`config.mk`:
```
export PLATFORM = sky130hd
export DESIGN_NAME = perf_window_ctrl
export DESIGN_NICKNAME = d
export VERILOG_FILES = /design/src/rtl/perf_window_ctrl_pkg.sv /design/src/rtl/rise_detect.sv /design/src/rtl/perf_window_ctrl.sv
export SDC_FILE = /design/constraint.sdc
export NUM_CORES = 1
export LEC_CHECK = 0
export ABC_AREA = 1
export BUFFER_PORTS_ARGS = -buffer_cell sky130_fd_sc_hd__buf_2
export CORE_MARGIN = 2
export CORE_UTILIZATION = 47
export CTS_CLUSTER_DIAMETER = 200
export CTS_CLUSTER_SIZE = 40
export DETAILED_ROUTE_END_ITERATION = 16
export PLACE_DENSITY = 0.69
export SYNTH_ARGS = -nofsm -noshare
export SYNTH_HDL_FRONTEND = slang
export SYNTH_HIERARCHICAL = 1
export SYNTH_SLANG_ARGS = --single-unit
```
`constraint.sdc`:
```
create_clock -name clk_i -period 6.37 [get_ports clk_i]
set_input_delay 0.637 -clock clk_i [delete_from_list [all_inputs] [get_ports clk_i]]
set_output_delay 0.637 -clock clk_i [all_outputs]
set_load 0.01 [all_outputs]
```
`src/rtl/perf_window_ctrl_pkg.sv`:
```
// Shared widths and state encodings for the performance measurement window controller.
package perf_window_ctrl_pkg;

    localparam int unsigned CYCLE_CNT_W = 32;
    localparam int unsigned PERF_CNT_W  = CYCLE_CNT_W;

    typedef enum logic [2:0] {
        StIdle   = 3'd0,
        StArmed  = 3'd1,
        StCount  = 3'd2,
        StReport = 3'd3,
        StDone   = 3'd4
    } pw_state_e;

endpackage

```
`src/rtl/rise_detect.sv`:
```
// Single-cycle pulse on each rising edge of d_i; the history register updates every cycle.
module rise_detect (
    input  logic clk_i,
    input  logic rstn_i,
    input  logic d_i,
    output logic pulse_o
);

    logic prev_q;

    always_ff @(posedge clk_i) begin
        if (!rstn_i) begin
            prev_q <= 1'b0;
        end else begin
            prev_q <= d_i;
        end
    end

    assign pulse_o = d_i & ~prev_q;

endmodule

```
`src/rtl/perf_window_ctrl.sv`:
```
// Measurement-window controller: arm, open on trigger, count cycles or retire edges,
// close on stop or saturation, then hand the final count over a valid/ready handshake.
module perf_window_ctrl
    import perf_window_ctrl_pkg::*;
#(
    parameter int unsigned CNT_W = PERF_CNT_W
) (
    input  logic             clk_i,
    input  logic             rstn_i,
    input  logic             arm_i,
    input  logic             mode_i,
    input  logic             trigger_i,
    input  logic             stop_i,
    input  logic             retire_i,
    input  logic             report_ready_i,
    output logic             report_valid_o,
    output logic [CNT_W-1:0] report_data_o,
    output logic [CNT_W-1:0] count_o,
    output logic             overflow_o,
    output logic             busy_o,
    output logic [2:0]       state_o
);

    localparam logic [CNT_W-1:0] CntMax = '1;
    localparam logic [CNT_W-1:0] CntOne = {{(CNT_W-1){1'b0}}, 1'b1};

    pw_state_e        state_q, state_d;
    logic [CNT_W-1:0] count_q, count_d, data_q, data_d, count_inc;
    logic             ov_q, ov_d, mode_q, mode_d, valid_q, valid_d, busy_q, busy_d;
    logic             retire_rise;

    rise_detect u_retire_rise (
        .clk_i   (clk_i),
        .rstn_i  (rstn_i),
        .d_i     (retire_i),
        .pulse_o (retire_rise)
    );

    always_ff @(posedge clk_i) begin
        if (!rstn_i) begin
            state_q <= StIdle;
        end else begin
            state_q <= state_d;
        end
    end

    always_comb begin
        // Saturating increment; in mode 1 only a retire rising edge counts.
        count_inc = count_q;
        if ((!mode_q || retire_rise) && (count_q != CntMax)) begin
            count_inc = count_q + CntOne;
        end

        state_d = state_q;
        unique case (state_q)
            StIdle:   if (arm_i) state_d = StArmed;
            StArmed: begin
                if (!arm_i) begin
                    state_d = StIdle;
                end else if (trigger_i) begin
                    state_d = StCount;
                end
            end
            StCount: begin
                if (!arm_i) begin
                    state_d = StIdle;
                end else if (stop_i || (count_inc == CntMax)) begin
                    state_d = StReport;
                end
            end
            StReport: if (report_ready_i) state_d = StDone;
            StDone:   if (!arm_i) state_d = StIdle;
            default:  state_d = StIdle;
        endcase
    end

    always_comb begin
        count_d = count_q;
        ov_d    = ov_q;
        mode_d  = mode_q;
        data_d  = data_q;
        unique case (state_q)
            StArmed: begin
                if (arm_i && trigger_i) begin
                    count_d = '0;
                    ov_d    = 1'b0;
                    mode_d  = mode_i;
                end
            end
            StCount: begin
                if (arm_i) begin
                    count_d = count_inc;
                    if (state_d == StReport) begin
                        data_d = count_inc;
                        ov_d   = !stop_i;
                    end
                end
            end
            default: ;
        endcase
        valid_d = (state_d == StReport);
        busy_d  = (state_d == StCount) || (state_d == StReport);
    end

    always_ff @(posedge clk_i) begin
        if (!rstn_i) begin
            count_q <= '0;
            data_q  <= '0;
            ov_q    <= 1'b0;
            mode_q  <= 1'b0;
            valid_q <= 1'b0;
            busy_q  <= 1'b0;
        end else begin
            count_q <= count_d;
            data_q  <= data_d;
            ov_q    <= ov_d;
            mode_q  <= mode_d;
            valid_q <= valid_d;
            busy_q  <= busy_d;
        end
    end

    assign report_valid_o = valid_q;
    assign report_data_o  = data_q;
    assign count_o        = count_q;
    assign overflow_o     = ov_q;
    assign busy_o         = busy_q;
    assign state_o        = state_q;

endmodule

```
# After elaboration in Yosys (flattened, before gate mapping)
# Cells that the tools add are included.
# Widths: inputs -> output; s select.
dict set report word_totals {
  regBits 72
  inputBits 8
  out_inout_bits 70
  word_cells 51
}
dict set report classes {
  n_addsub 1
  n_eq_ne 11
  n_mux 16
  n_bitwise 2
  reduce_logical 13
}
# cell count
set ops {}
lappend ops {{$mux 32} 3}
lappend ops {{$pmux 32 s2} 1}
lappend ops {{$add 32x1->32 const B} 1}
lappend ops {{$eq 32x32->1 const B} 1}
lappend ops {{$ne 32x32->1 const B} 1}
lappend ops {{$mux 3} 7}
lappend ops {{$pmux 3 s5} 1}
lappend ops {{$eq 3x2->1 const B} 4}
lappend ops {{$ne 2x2->1 const B} 3}
lappend ops {{$reduce_and 3->1} 2}
lappend ops {{$reduce_and 4->1} 1}
lappend ops {{$eq 3x1->1 const B} 1}
lappend ops {{$eq 3x3->1 const B} 1}
lappend ops {{$logic_not 3->1} 1}
lappend ops {{$logic_or 1x1->1} 3}
lappend ops {{$mux 1} 3}
lappend ops {{$logic_and 1x1->1} 2}
lappend ops {{$logic_not 1->1} 2}
lappend ops {{$pmux 1 s2} 1}
lappend ops {{$reduce_and 2->1} 1}
lappend ops {{$reduce_bool 2->1} 1}
lappend ops {{$and 1x1->1} 1}
lappend ops {{$not 1->1} 1}

# Longest topological paths before layout
# Gate-level depths: netlist of the first run.
dict set report depth {
  word_depth 14
  mapped_depth 22
  depth_no_buf 21
}

# Hierarchy
# The synthesis of the first run kept the hierarchy.
# module instances cells_per_inst area_each_um2 seq_area_each_um2
set by_module_without_submodules {}
lappend by_module_without_submodules {perf_window_ctrl 1 672 4070.2 1421.4}
lappend by_module_without_submodules {rise_detect 1 5 37.5 20.0}

# Worst setup path before layout of the first run
# No wires, ideal clock.
dict set report synth_path {
  kind {register to register}
  start {register count_q[0] (netlist: count_o[0])}
  end {register data_q[16] (netlist: report_data_o[16])}
  setup_time_ns 0.116
  t_arrival_ns 2.531
  required_time_ns 6.254
  slack_ns 3.724
  stages_incl_launch_ff 21
  path_buffers 2
  synth_period_minus_slack_ns 2.646
  path_cell_list {dfxtp_1 > ha_1 > inv_1 > nor2_4 > nand2_2 > nor2_4 > nand2_4 > nand2_8 > buf_8 > nand2_1 > o21ai_2 > nand2_1 > nor2_1 > nand2_1 > nor2_1 > nand2_2 > nand2_1 > nand2_2 > buf_2 > o21ai_0 > nor2_1}
}
dict set report synth_via {
  elab_chain_cells 10
  elab_cells_between_ends 11
  cone_classes {add/sub: 1; eq/ne: 3; mux: 4; reduce/logical: 3}
}
# element line
set synth_lines {}
lappend synth_lines {{start: declaration} perf_window_ctrl.sv:28} ;# logic [CNT_W-1:0] count_q, count_d, data_q, data_d, count_inc;
lappend synth_lines {{start signal: assignment} perf_window_ctrl.sv:114} ;# count_q <= count_d;
lappend synth_lines {{parallel branches: the longest is 2 deep, another holds $add 32x1->32} -}
lappend synth_lines {{$mux 32 (*)} perf_window_ctrl.sv:50} ;# if ((!mode_q || retire_rise) && (count_q != CntMax)) begin
lappend synth_lines {{$eq 32x32->1} perf_window_ctrl.sv:67} ;# end else if (stop_i || (count_inc == CntMax)) begin
lappend synth_lines {{$logic_or 1x1->1} perf_window_ctrl.sv:67}
lappend synth_lines {{$mux 3} perf_window_ctrl.sv:67}
lappend synth_lines {{$mux 3} perf_window_ctrl.sv:65} ;# if (!arm_i) begin
lappend synth_lines {{$pmux 3 s5} perf_window_ctrl.sv:55} ;# unique case (state_q)
lappend synth_lines {{$eq 3x2->1} perf_window_ctrl.sv:93} ;# if (state_d == StReport) begin
lappend synth_lines {{$reduce_and 3->1 (no source line)} -}
lappend synth_lines {{end signal: assignment} perf_window_ctrl.sv:115} ;# data_q <= data_d;
lappend synth_lines {{end: declaration} perf_window_ctrl.sv:28}
# Every way passes the cells marked *.
# A chain may end at the register's enable or synchronous reset.

# Final worst setup path of the first run
dict set report layout_path {
  start {register count_q[0] (netlist: count_o[0])}
  end {register ov_q (netlist: overflow_o)}
}
dict set report layout_via {
  elab_chain_cells 11
  elab_cells_between_ends 12
  cone_classes {add/sub: 1; eq/ne: 4; mux: 4; reduce/logical: 3}
}
# element line
set layout_lines {}
lappend layout_lines {{parallel branches: the longest is 2 deep, another holds $add 32x1->32} -}
lappend layout_lines {{$mux 32 (*)} perf_window_ctrl.sv:50}
lappend layout_lines {{$eq 32x32->1 (*)} perf_window_ctrl.sv:67}
lappend layout_lines {{$logic_or 1x1->1 (*)} perf_window_ctrl.sv:67}
lappend layout_lines {{$mux 3 (*)} perf_window_ctrl.sv:67}
lappend layout_lines {{$mux 3 (*)} perf_window_ctrl.sv:65}
lappend layout_lines {{$pmux 3 s5 (*)} perf_window_ctrl.sv:55}
lappend layout_lines {{$eq 3x2->1 (*)} perf_window_ctrl.sv:93}
lappend layout_lines {{$ne 2x2->1 (no source line) (*)} -}
lappend layout_lines {{$reduce_and 4->1 (no source line) (*)} -}
lappend layout_lines {{end signal: assignment} perf_window_ctrl.sv:116} ;# ov_q <= ov_d;
lappend layout_lines {{end: declaration} perf_window_ctrl.sv:29} ;# logic ov_q, ov_d, mode_q, mode_d, valid_q, valid_d, busy_q, busy_d;
# Marked as above.

==> run_results.csv, run 1 <==
group,metric,value,unit
run_status,status,"completed",
synth,synth_cell_types,34,
clock_network,clock-sinks,72,
global_route,grt_pass1_wl,22050,um
floorplanning,initial_utilization,47.80,%
power,p_leak,1.946,nW
clock_network,cts_tree,"done",
routing,dr.pass1.iters,5,
worst_setup_path,crit_arrival,3.81,ns
synth,synth-seq-cells,72,
global_route,grt_pass1_vias,4130,
worst_hold_path,holdPathStages,2,
sta,max_clock_freq,0.2818,GHz
routing,vias,4441,
sta,tightest_slew,1.077,ns
floorplanning,die_x,97.49,um
power,fin_total_pwr,904.6,uW
worst_setup_path,crit_cells,20,
sta,slew_viol_final,0,
synth,synth_warnings,6,
routing,remaining_drc_errors,0,
floorplanning,std_cell_rows,34,
worst_setup_path,reg2reg_setup_slack,2.82,ns
worst_setup_path,crit_type,"flop to flop",
synth,ys_seq_area_share,35.09,%
placement,post-dp-hpwl,10210,um
worst_setup_path,crit_fanout,33,
clock_network,clockRootBuffer,"clkbuf_8",
worst_setup_path,r2r-start,"count_o[0]",
clock_network,postCtsSetupRepairBufs,0,
worst_setup_path,endpoint_kind,"flop",
run,drv_cap,0,
worst_setup_path,critPathBufInv,2,
routing,drt_iter0_drc,314,
power,peakVddDrop,0.0001068,V
placement,routabilityCongestion,0.9786,
floorplanning,io-pin-count,78,
layout,layout-drive-gt1-share,14.73,%
placement,port_buffers,77,
worst_setup_path,r2r-end,"overflow_o",
routing,totalWireLength,13480,um
global_route,grt_usage,29.16,%
worst_setup_path,crit_path_start_kind,"flop",
clock_network,cts_buffers,9,
routing,drtAntennaViolNets,0,
worst_setup_path,crit_slowest_cell,"nand2_2",
clock_network,clkTransAtPathRegs,0.09,ns
clock_network,clk_path_buf_depth,2,
global_route,antenna_found_initial,0,
sta,finalHoldViolations,0,
synth,synthesis.instances,677,
worst_hold_path,min_path_type,"flop to flop",
worst_setup_path,cp.required,6.63,ns
routing,vias_per_cell,5.194,
global_route,grt_max_degree,34,
worst_setup_path,reg2reg_depth,20,
routing,routedWlPerCell,15.77,um
layout,num_antenna_cells,0,
floorplanning,die_y,97.49,um
sta,skew,0.01680,ns
synth,syn_nets,686,
clock_network,cts_resized,0,
floorplanning,die_area,9503,um^2
sta,setup_violations,0,
worst_setup_path,crit_chain,"ha_1 -> inv_1 -> nor2_4 -> nand2_2 -> nor2_4 -> nand2_4 -> nand2_8 -> inv_2 -> nand2_1 -> nand2_1 -> nand2_1 -> nor2_1 -> nand2_1 -> nor2_1 -> nand2_2 -> nand2_1 -> nand2_2 -> nand2_1 -> a21oi_1 -> nor2_1",
sta,setup_tns,0,ns
global_route,overflow,0,
synth,netlist_area,4108,um^2
floorplanning,core,8593,um^2
worst_setup_path,critPathTopFamily,"simple AND/OR/NAND/NOR gates",
layout,nets,751,
clock_network,htree_levels,3,
sta,rsz0062_at_grt,"no",
sta,period_minus_slack,3.548,ns
clock_network,holdBufCountCts,0,
worst_setup_path,worst_path_most_repeated_cell,"nand2_1",
clock_network,clock_latency,0.36,ns
power,powerDensity,191.8,nW/um^2
sta,fin_crit_sh,55.70,%
synth,postSynthAreaPerCell,6.067,um^2
worst_hold_path,min_from,"report_data_o[9]",
sta,slew_headroom,28.10,%
layout,area_growth_syn_to_layout,14.83,%
worst_hold_path,min_to,"report_data_o[9]",
worst_setup_path,cp_slowest_stage_delay,0.46,ns
==> worst max-delay path by stage <==
stage / from / endpoint / slack (ns)
after floorplan: count_o[0] / report_data_o[16] / 3.72
after global placement: retire_i / report_data_o[3] / 2.82
after detailed placement: retire_i / overflow_o / 2.76
after CTS: count_o[0] / overflow_o / 2.87
after global routing: count_o[0] / report_data_o[2] / 2.44
final: count_o[0] / overflow_o / 2.82
==> per-layer routing <==
metal | vias up | wire length (um) | GRT usage [%]
met3 | 27 | 949 | 3.957
li1 | 2246 | - | -
met1 | 1987 | 6158 | 40.94
met4 | 0 | 405 | 11.54
met2 | 181 | 5966 | 45.31
met5 | - | 0 | 0
==> logic make-up after synthesis <==
group	count (synthesis)	synth area share, %
buffers and inverters	58	6.579
and+or+nand+nor	458	45.32
DFF	72	35.09
xor gates and xnor gates	12	2.741
AOI/OAI and AO/OA	76	9.961
adders and majority gates	1	0.3046
==> metrics by stage <==
| step | std cells | hold slack (ns) | cell area [um^2] | utilization, % | setup slack (ns) |
|---|---|---|---|---|---|
| 2_1_floorplan | 677 | 0.4297 | 4108 | - | 3.724 |
| 3_3_place_gp | 839 | 0.4503 | 4497 | 52.33 | 2.824 |
| 3_5_place_dp | 839 | 0.4562 | 4497 | 52.33 | 2.757 |
| 4_1_cts | 855 | 0.4689 | 4717 | 54.89 | 2.867 |
| 5_1_grt | 855 | 0.4823 | 4717 | 54.89 | 2.442 |
| 6_report | 855 | 0.4647 | 4717 | 54.89 | 2.822 |
==> cell type report <==
cell class                 instances  area, um^2
tap                              108       135.1
fill                             956        3876
multi-input combinational        547        2396
clock buffer                      10       127.6
clock inverter                     6       92.59
timing repair buffer              79       400.4
sequential                        72        1441
inverter                          33       123.9
==> registers in the layout, indices dropped and copies added (netlist names) <==
name / flops
report_data_o: 32
busy_o: 1
overflow_o: 1
u_retire_rise/prev_q: 1
state_o: 3
mode_q: 1
report_valid_o: 1
count_o: 32
==> cells in the mapped netlist <==
| master | count | area share [%] |
|---|---|---|
| nor2_1 | 106 | 9.7 |
| inv_2 | 1 | 0.091 |
| nor2_4 | 2 | 0.55 |
| nand3b_1 | 10 | 1.8 |
| nor3b_1 | 1 | 0.18 |
| buf_1 | 4 | 0.37 |
| nand3_1 | 19 | 2.3 |
| buf_6 | 4 | 1.1 |
| nand4_1 | 4 | 0.61 |
| a21o_1 | 1 | 0.18 |
| a21oi_4 | 1 | 0.40 |
| and2_1 | 3 | 0.46 |
| clkbuf_2 | 1 | 0.12 |
| a21oi_1 | 48 | 5.8 |
| buf_4 | 1 | 0.18 |
| xor2_1 | 4 | 0.85 |
| xnor2_1 | 7 | 1.5 |
| a2111oi_0 | 1 | 0.21 |
| nor3_1 | 5 | 0.61 |
| o21ai_2 | 3 | 0.64 |
| nor2_2 | 3 | 0.46 |
| o21ai_1 | 10 | 1.2 |
| nand2_4 | 1 | 0.27 |
| nand2_1 | 300 | 27 |
| nand2_2 | 3 | 0.46 |
| ha_1 | 1 | 0.30 |
| nand2_8 | 1 | 0.49 |
| dfxtp_1 | 72 | 35 |
| o21ai_0 | 12 | 1.5 |
| clkbuf_1 | 9 | 0.82 |
| xor2_2 | 1 | 0.40 |
| buf_2 | 5 | 0.61 |
| inv_1 | 32 | 2.9 |
| buf_8 | 1 | 0.37 |
==> worst reg2reg max path, stage by stage, from the launching register on <==
cell	delay, ns
dfxtp_1	0.44
ha_1	0.32
inv_1	0.12
nor2_4	0.17
nand2_2	0.11
nor2_4	0.18
nand2_4	0.10
nand2_8	0.21
inv_2	0.25
nand2_1	0.13
nand2_1	0.13
nand2_1	0.11
nor2_1	0.05
nand2_1	0.11
nor2_1	0.07
nand2_2	0.09
nand2_1	0.07
nand2_2	0.46
nand2_1	0.16
a21oi_1	0.15
nor2_1	0.05
==> where the power goes <==
| group | switching, mW | leakage (nW) | internal, mW | total (mW) |
|---|---|---|---|---|
| clock network | 0.191 | 0.103 | 0.223 | 0.413 |
| logic | 0.0265 | 1.26 | 0.0100 | 0.0365 |
| registers | 0.00186 | 0.581 | 0.453 | 0.455 |
==> placed cells by master (no fill, tap or decap) <==
master | synthesis | routed
a2111oi_0 | 1 | 1
a21o_1 | 1 | 1
a21oi_1 | 48 | 48
a21oi_4 | 1 | 1
and2_1 | 3 | 3
buf_2 | 5 | 77
buf_4 | 1 | 2
bufinv_16 | 0 | 2
clkbuf_1 | 9 | 1
clkbuf_8 | 0 | 9
clkinv_4 | 0 | 1
clkinvlp_4 | 0 | 2
dfxtp_1 | 72 | 72
ha_1 | 1 | 1
inv_1 | 32 | 32
inv_2 | 1 | 1
inv_6 | 0 | 1
nand2_1 | 300 | 300
nand2_2 | 3 | 3
nand2_4 | 1 | 1
nand2_8 | 1 | 1
nand3_1 | 19 | 19
nand3b_1 | 10 | 10
nand4_1 | 4 | 4
nor2_1 | 106 | 106
nor2_2 | 3 | 3
nor2_4 | 2 | 2
nor3_1 | 5 | 5
nor3b_1 | 1 | 1
o21ai_0 | 12 | 12
o21ai_1 | 10 | 10
o21ai_2 | 3 | 3
xnor2_1 | 7 | 7
xor2_1 | 4 | 4
xor2_2 | 1 | 1
Power figures use the tool's default switching activity.
==> inputs of run 2 (changes only) <==
ABC_AREA = 0   (was 1)
PLACE_DENSITY = 0.72   (was 0.69)
clock period = 2.9 ns   (was 6.37 ns; I/O delays follow)
==> run 2 against run 1 <==
  * The run now ends with negative setup slack left
  * Sequential share of layout area decreased by 6.5 points
  * Setup slack got worse by 3.2 ns
  * Critical path type unchanged
  * Clock power increased by 90%
  * Final area increased by 30%
  * Count of clock-buffer cells in the layout increased by 1
  * Largest cell class unchanged
  * Via count increased by 14%
  * Largest power group unchanged
==> run_results.csv, run 2 <==
group,metric,value,unit
run_status,status,"complete, but fails checks",
run_status,violations,"negative setup slack",
synth,synth_cell_types,60,
placement,placed_area,5400,um^2
global_route,grt_pass1_wl,23480,um
floorplanning,std_cell_rows,33,
sta,period_minus_slack,3.310,ns
synth,synth_warnings,6,
clock_network,clock-sinks,72,
layout,nets,716,
layout,post-route-util,73.98,%
routing,vias_per_cell,6.180,
worst_setup_path,reg2reg_depth,14,
floorplanning,initial_utilization,48.53,%
sta,fin_crit_sh,114.1,%
sta,max_clock_freq,0.3021,GHz
global_route,grt_usage,33.78,%
synth,postSynthAreaPerCell,7.920,um^2
routing,drtAntennaViolNets,0,
sta,setup_violations,35,
synth,synthTopCellsByArea,"dfxtp_1 36%, o21ai_0 4.9%, a21oi_1 4.5%",
worst_setup_path,crit_path_start_kind,"flop",
worst_setup_path,cp.required,3.16,ns
clock_network,clockRootBuffer,"clkbuf_8",
floorplanning,die_area,9281,um^2
synth,synth-edff-count,0,
synth,synth_most_common_cell,"dfxtp_1",
clock_network,htree_levels,3,
sta,finalHoldViolations,0,
placement,routabilityCongestion,1.025,
sta,rsz0062_at_grt,"yes",
sta,skew,0.01806,ns
synth,ys_async_sr_fraction,0,%
clock_network,cts_buffers,9,
floorplanning,die_x,96.34,um
global_route,antenna_found_initial,1,
placement,port_buffers,77,
routing,totalWireLength,16360,um
synth,netlist_area,4008,um^2
worst_setup_path,endpoint_kind,"flop",
routing,drt_iter0_drc,530,
layout,final_common_cell,"buf_4",
clock_network,clkTransAtPathRegs,0.09,ns
floorplanning,core,8258,um^2
clock_network,cts_tree,"done",
layout,design_area,6110,um^2
worst_hold_path,min_path_type,"input pin to flop",
synth,syn_nets,515,
floorplanning,die_y,96.34,um
layout,final_cell_mix,"132 x buf_4, 77 x buf_2, 58 x dfxtp_1, 44 x nand2_1, 40 x nor2_1",
routing,routedWlPerCell,20.03,um
routing,vias,5049,
global_route,grt_pass1_vias,4461,
global_route,overflow,0,
sta,slew_viol_final,0,
power,p_leak,2.676,nW
worst_setup_path,crit_fanout,6,
synth,synth_top_flop_cell,"dfxtp_1",
sta,tightest_slew,1.220,ns
routing,remaining_drc_errors,0,
run,drv_cap,0,
synth,synth_common_cells,"72 x dfxtp_1, 44 x nand2_1, 43 x nor2_1, 39 x o21ai_0, 36 x a21oi_1",
synth,yosysTopAreaCell,"dfxtp_1",
layout,layout-drive-gt1-share,43.96,%
routing,dr.pass1.iters,5,
worst_hold_path,holdPathStages,2,
clock_network,clk_path_buf_depth,2,
synth,yosysTopAreaCellShare,35.97,%
floorplanning,io-pin-count,78,
clock_network,clock_latency,0.36,ns
power,peakVddDrop,0.0003039,V
global_route,grt_max_degree,54,
power,powerDensity,304.0,nW/um^2
worst_setup_path,crit_type,"flop to flop",
sta,setup_ws,-0.4102,ns
placement,post-dp-hpwl,10790,um
synth,ys_seq_area_share,35.97,%
sta,slew_headroom,18.64,%
clock_network,holdBufCountCts,0,
layout,area_growth_syn_to_layout,52.45,%
synth,synth-seq-cells,72,
layout,num_antenna_cells,0,
synth,synthesis.instances,506,
worst_setup_path,crit_arrival,3.57,ns
[run 2: where the power goes]
group | leakage (nW) | internal (mW) | switching (mW)
sequential | 0.589 | 0.990 | 0.00371
combinational | 2.00 | 0.0256 | 0.0544
clock | 0.0903 | 0.341 | 0.442
total | 2.68 | 1.36 | 0.500
[run 2: worst max-delay path, stage by stage (launching register included)]
cell and delay [ns]:
dfxtp_2 0.37, buf_6 0.11, nand3_4 0.08, nor3_4 0.29
o2111ai_4 0.20, buf_6 0.17, or4_1 0.42, a222oi_1 0.31
nand4_1 0.22, buf_4 0.20, nor4_4 0.24, buf_6 0.18
buf_12 0.12, o211ai_1 0.13, o211a_1 0.15
[run 2: path summary, 6_finish.rpt]
kind                startpoint                   end  slack (ns)
min reg2reg  report_data_o[26]     report_data_o[26]        0.46
max                 count_o[6]     report_data_o[27]       -0.41
max reg2reg         count_o[6]     report_data_o[27]       -0.41
min                   retire_i  u_retire_rise/prev_q        0.15
[run 2: area by class of cell]
class                   count  area (um^2)
repair buffers            226         1617
multi-input cells         392         2690
fillers                   633         2148
inverters                   6        22.52
flip-flops and latches     72         1469
clock buffers              11        141.4
well taps                 105        131.4
clock inverters             5        38.79
[run 2: what timing repair did]
item	in CTS	in global routing
gates resized for setup	30	30
endpoints found under the setup margin	35	35
buffers inserted	11	11
pin swaps	7	31
gates cloned	4	3
[run 2: per-stage QoR]
stage               power (mW)  hold slack, ns  cells  setup WS [ns]  TNS (ns)
finish                   1.857          0.1470    817        -0.4102    -12.06
floorplan                1.065          0.4117    506        -0.1404    -3.086
detailed placement       1.094          0.4457    774        -0.4116    -12.30
global route             1.910          0.1544    817        -0.4982    -14.98
global placement         1.092          0.4398    774        -0.3736    -11.33
CTS                      1.854          0.1480    804        -0.2878    -8.322
[run 2: cell families after synthesis]
family | after synthesis | share of synthesized area, %
and+or+nand+nor | 229 | 31.91
AOI/OAI and AO/OA | 141 | 22.26
DFF | 72 | 35.97
buffers and inverters | 45 | 5.432
xor gates and xnor gates | 13 | 2.841
muxes | 5 | 1.280
adders and majority gates | 1 | 0.3122
[run 2: layer usage]
metal / global-route usage, % / vias up / part of all wire (%)
met2: 53.24 / 291 / 47
li1: - / 2290 / -
met3: 5.795 / 55 / 8.2
met5: 0 / - / 0.079
met1: 45.24 / 2411 / 41
met4: 14.91 / 2 / 3.8
==> inputs of run 3 (changes only) <==
CELL_PAD_IN_SITES_DETAIL_PLACEMENT = 0   (was not set)
CELL_PAD_IN_SITES_GLOBAL_PLACEMENT = 1   (was not set)
CORE_UTILIZATION = 37   (was 47)
CTS_CLUSTER_DIAMETER = 40   (was 200)
PLACE_DENSITY = not set   (was 0.72)
PLACE_DENSITY_LB_ADDON = 0.1   (was not set)
==> run 3 against run 2 <==
  * The flow still finishes with violations (negative setup slack)
  * Global-route usage down 7.1 points
  * Via count down 7.4%
  * Power up 9.2%
  * Die area up 26%
  * Final area down 2.9%
  * First-iteration DRC count down 31%
  * Clock skew down 0.0023 ns
  * Combinational power up 2%
  * Largest cell class unchanged
  * Fmax up 2.3%
==> run_results.csv, run 3 (same netlist as run 2, synthesis figures left out) <==
group,metric,value,unit
run_status,status,"complete, but fails checks",
run_status,violations,"negative setup slack",
sta,fin_crit_sh,111.6,%
clock_network,clock-sinks,72,
global_route,grt_pass1_vias,4320,
global_route,antenna_found_initial,0,
sta,hold-worst-slack,0.1471,ns
clock_network,htree_levels,3,
global_route,gr-max-usage-layer,"met2",
clock_network,clkTransAtPathRegs,0.10,ns
floorplanning,die_area,11680,um^2
floorplanning,die_x,108.1,um
layout,nets,695,
placement,port_buffers,77,
global_route,met2_usage,40.30,%
layout,layout-drive-gt1-share,41.97,%
floorplanning,io-pin-count,78,
sta,tightest_slew,0.8016,ns
layout,post-route-util,56.97,%
global_route,grt_usage,26.69,%
worst_setup_path,reg2reg_setup_slack,-0.34,ns
layout,fillers,1010,
floorplanning,core,10420,um^2
sta,slew_viol_final,0,
clock_network,cts_buffers,9,
global_route,use_met1,38.29,%
routing,dr.pass1.iters,5,
sta,period_minus_slack,3.236,ns
placement,routabilityCongestion,0.9501,
worst_setup_path,crit_arrival,3.53,ns
sta,rsz0062_at_grt,"yes",
power,peakVddDrop,0.0002473,V
global_route,grt_max_degree,43,
placement,post-dp-hpwl,11390,um
routing,drtAntennaViolNets,0,
layout,area_growth_syn_to_layout,48.08,%
worst_setup_path,crit_slowest_cell,"or4_4",
clock_network,clk_path_buf_depth,2,
worst_setup_path,endpoint_kind,"flop",
power,powerDensity,341.7,nW/um^2
sta,slew_headroom,46.48,%
run,drv_cap,0,
routing,totalWireLength,15420,um
floorplanning,initial_utilization,38.47,%
sta,max_clock_freq,0.3090,GHz
sta,setup_ws,-0.3364,ns
layout,num_antenna_cells,0,
sta,setup_violations,35,
worst_setup_path,crit_path_start_kind,"flop",
global_route,grt_use_met3,4.099,%
global_route,grt_pass1_wl,23650,um
sta,finalHoldViolations,0,
power,p_leak,2.555,nW
worst_setup_path,worst_path_most_repeated_cell,"or4_4",
layout,final_common_cell,"buf_4",
worst_setup_path,crit_chain,"nand3_2 -> nor4_4 -> buf_4 -> nand3_1 -> nor3_2 -> o21ai_1 -> or4_4 -> or4_4 -> nand2_4 -> buf_12 -> mux2i_1",
placement,placed_area,5411,um^2
routing,remaining_drc_errors,0,
routing,routedWlPerCell,18.65,um
global_route,overflow,0,
layout,multi_input_area,2606,um^2
routing,vias,4674,
routing,drt_iter0_drc,364,
placement,pre_cts_slack,-0.4890,ns
clock_network,cts_tree,"done",
sta,skew,0.01577,ns
worst_setup_path,cp_slowest_stage_delay,0.61,ns
clock_network,clockRootBuffer,"clkbuf_8",
worst_setup_path,crit_fanout,14,
floorplanning,die_y,108.1,um
worst_setup_path,cp.required,3.19,ns
clock_network,holdBufCountCts,0,
worst_setup_path,critPathBufInv,2,
routing,vias_per_cell,5.652,
worst_hold_path,min_path_type,"input pin to flop",
worst_setup_path,critPathTopFamily,"simple AND/OR/NAND/NOR gates",
worst_setup_path,crit_type,"flop to flop",
layout,design_area,5934,um^2
layout,seqCellArea,1461,um^2
clock_network,clock_latency,0.37,ns
floorplanning,std_cell_rows,37,
layout,final_cell_mix,"122 x buf_4, 77 x buf_2, 62 x dfxtp_1, 44 x nand2_1, 41 x nor2_1",
power,fin_total_pwr,2.028,mW
==> run 3: cell types whose count changed in the layout (fill, tap and decap cells not counted), moves of 2 or more <==
cell and change:
buf_4 -10, buf_6 -8, bufinv_16 +2, dfxtp_1 +4
dfxtp_2 -3, nand2_8 -4, nand3_1 -3, nand3_2 +4
==> run 3: final timing paths <==
kind	start	endpoint	cells past startpoint
setup reg to reg	count_o[21]	report_data_o[19]	11
hold reg to reg	report_data_o[26]	report_data_o[26]	2
hold / removal	retire_i	u_retire_rise/prev_q	2
setup / recovery	count_o[21]	report_data_o[19]	11
==> run 3: routing by layer <==
layer  share of wire (%)  vias up
met4                 2.7        0
met2                  44      154
li1                    -     2228
met5                   0        -
met3                 5.1       36
met1                  48     2256
==> run 3: repair_timing <==
item                                    CTS  global route
pin swaps                                 4             7
endpoints found under the setup margin   35            35
cloned                                    0             1
setup buffers                             7             5
resized for setup                        22            19
==> run 3: final cells by class <==
class / count / share of cell area, %
multi-input combinational: 389 / 43.92
sequential: 72 / 24.63
timing repair buffer: 208 / 24.37
tap: 136 / 2.867
clock buffer: 9 / 2.087
clock inverter: 7 / 1.750
inverter: 6 / 0.3795
==> run 3: per-stage QoR <==
| step | TNS, ns | cells |
|---|---|---|
| floorplan | -3.086 | 506 |
| global placement | -15.03 | 798 |
| detailed placement | -15.46 | 798 |
| CTS | -8.234 | 821 |
| global route | -15.41 | 827 |
| finish | -9.818 | 827 |
==> run 3: power breakdown <==
group          total, mW  internal, mW  leakage, nW  switching (mW)
Sequential         0.995         0.991        0.587         0.00365
Combinational     0.0813        0.0276         1.86          0.0537
Clock              0.952         0.495        0.108           0.457
Total               2.03          1.51         2.56           0.515
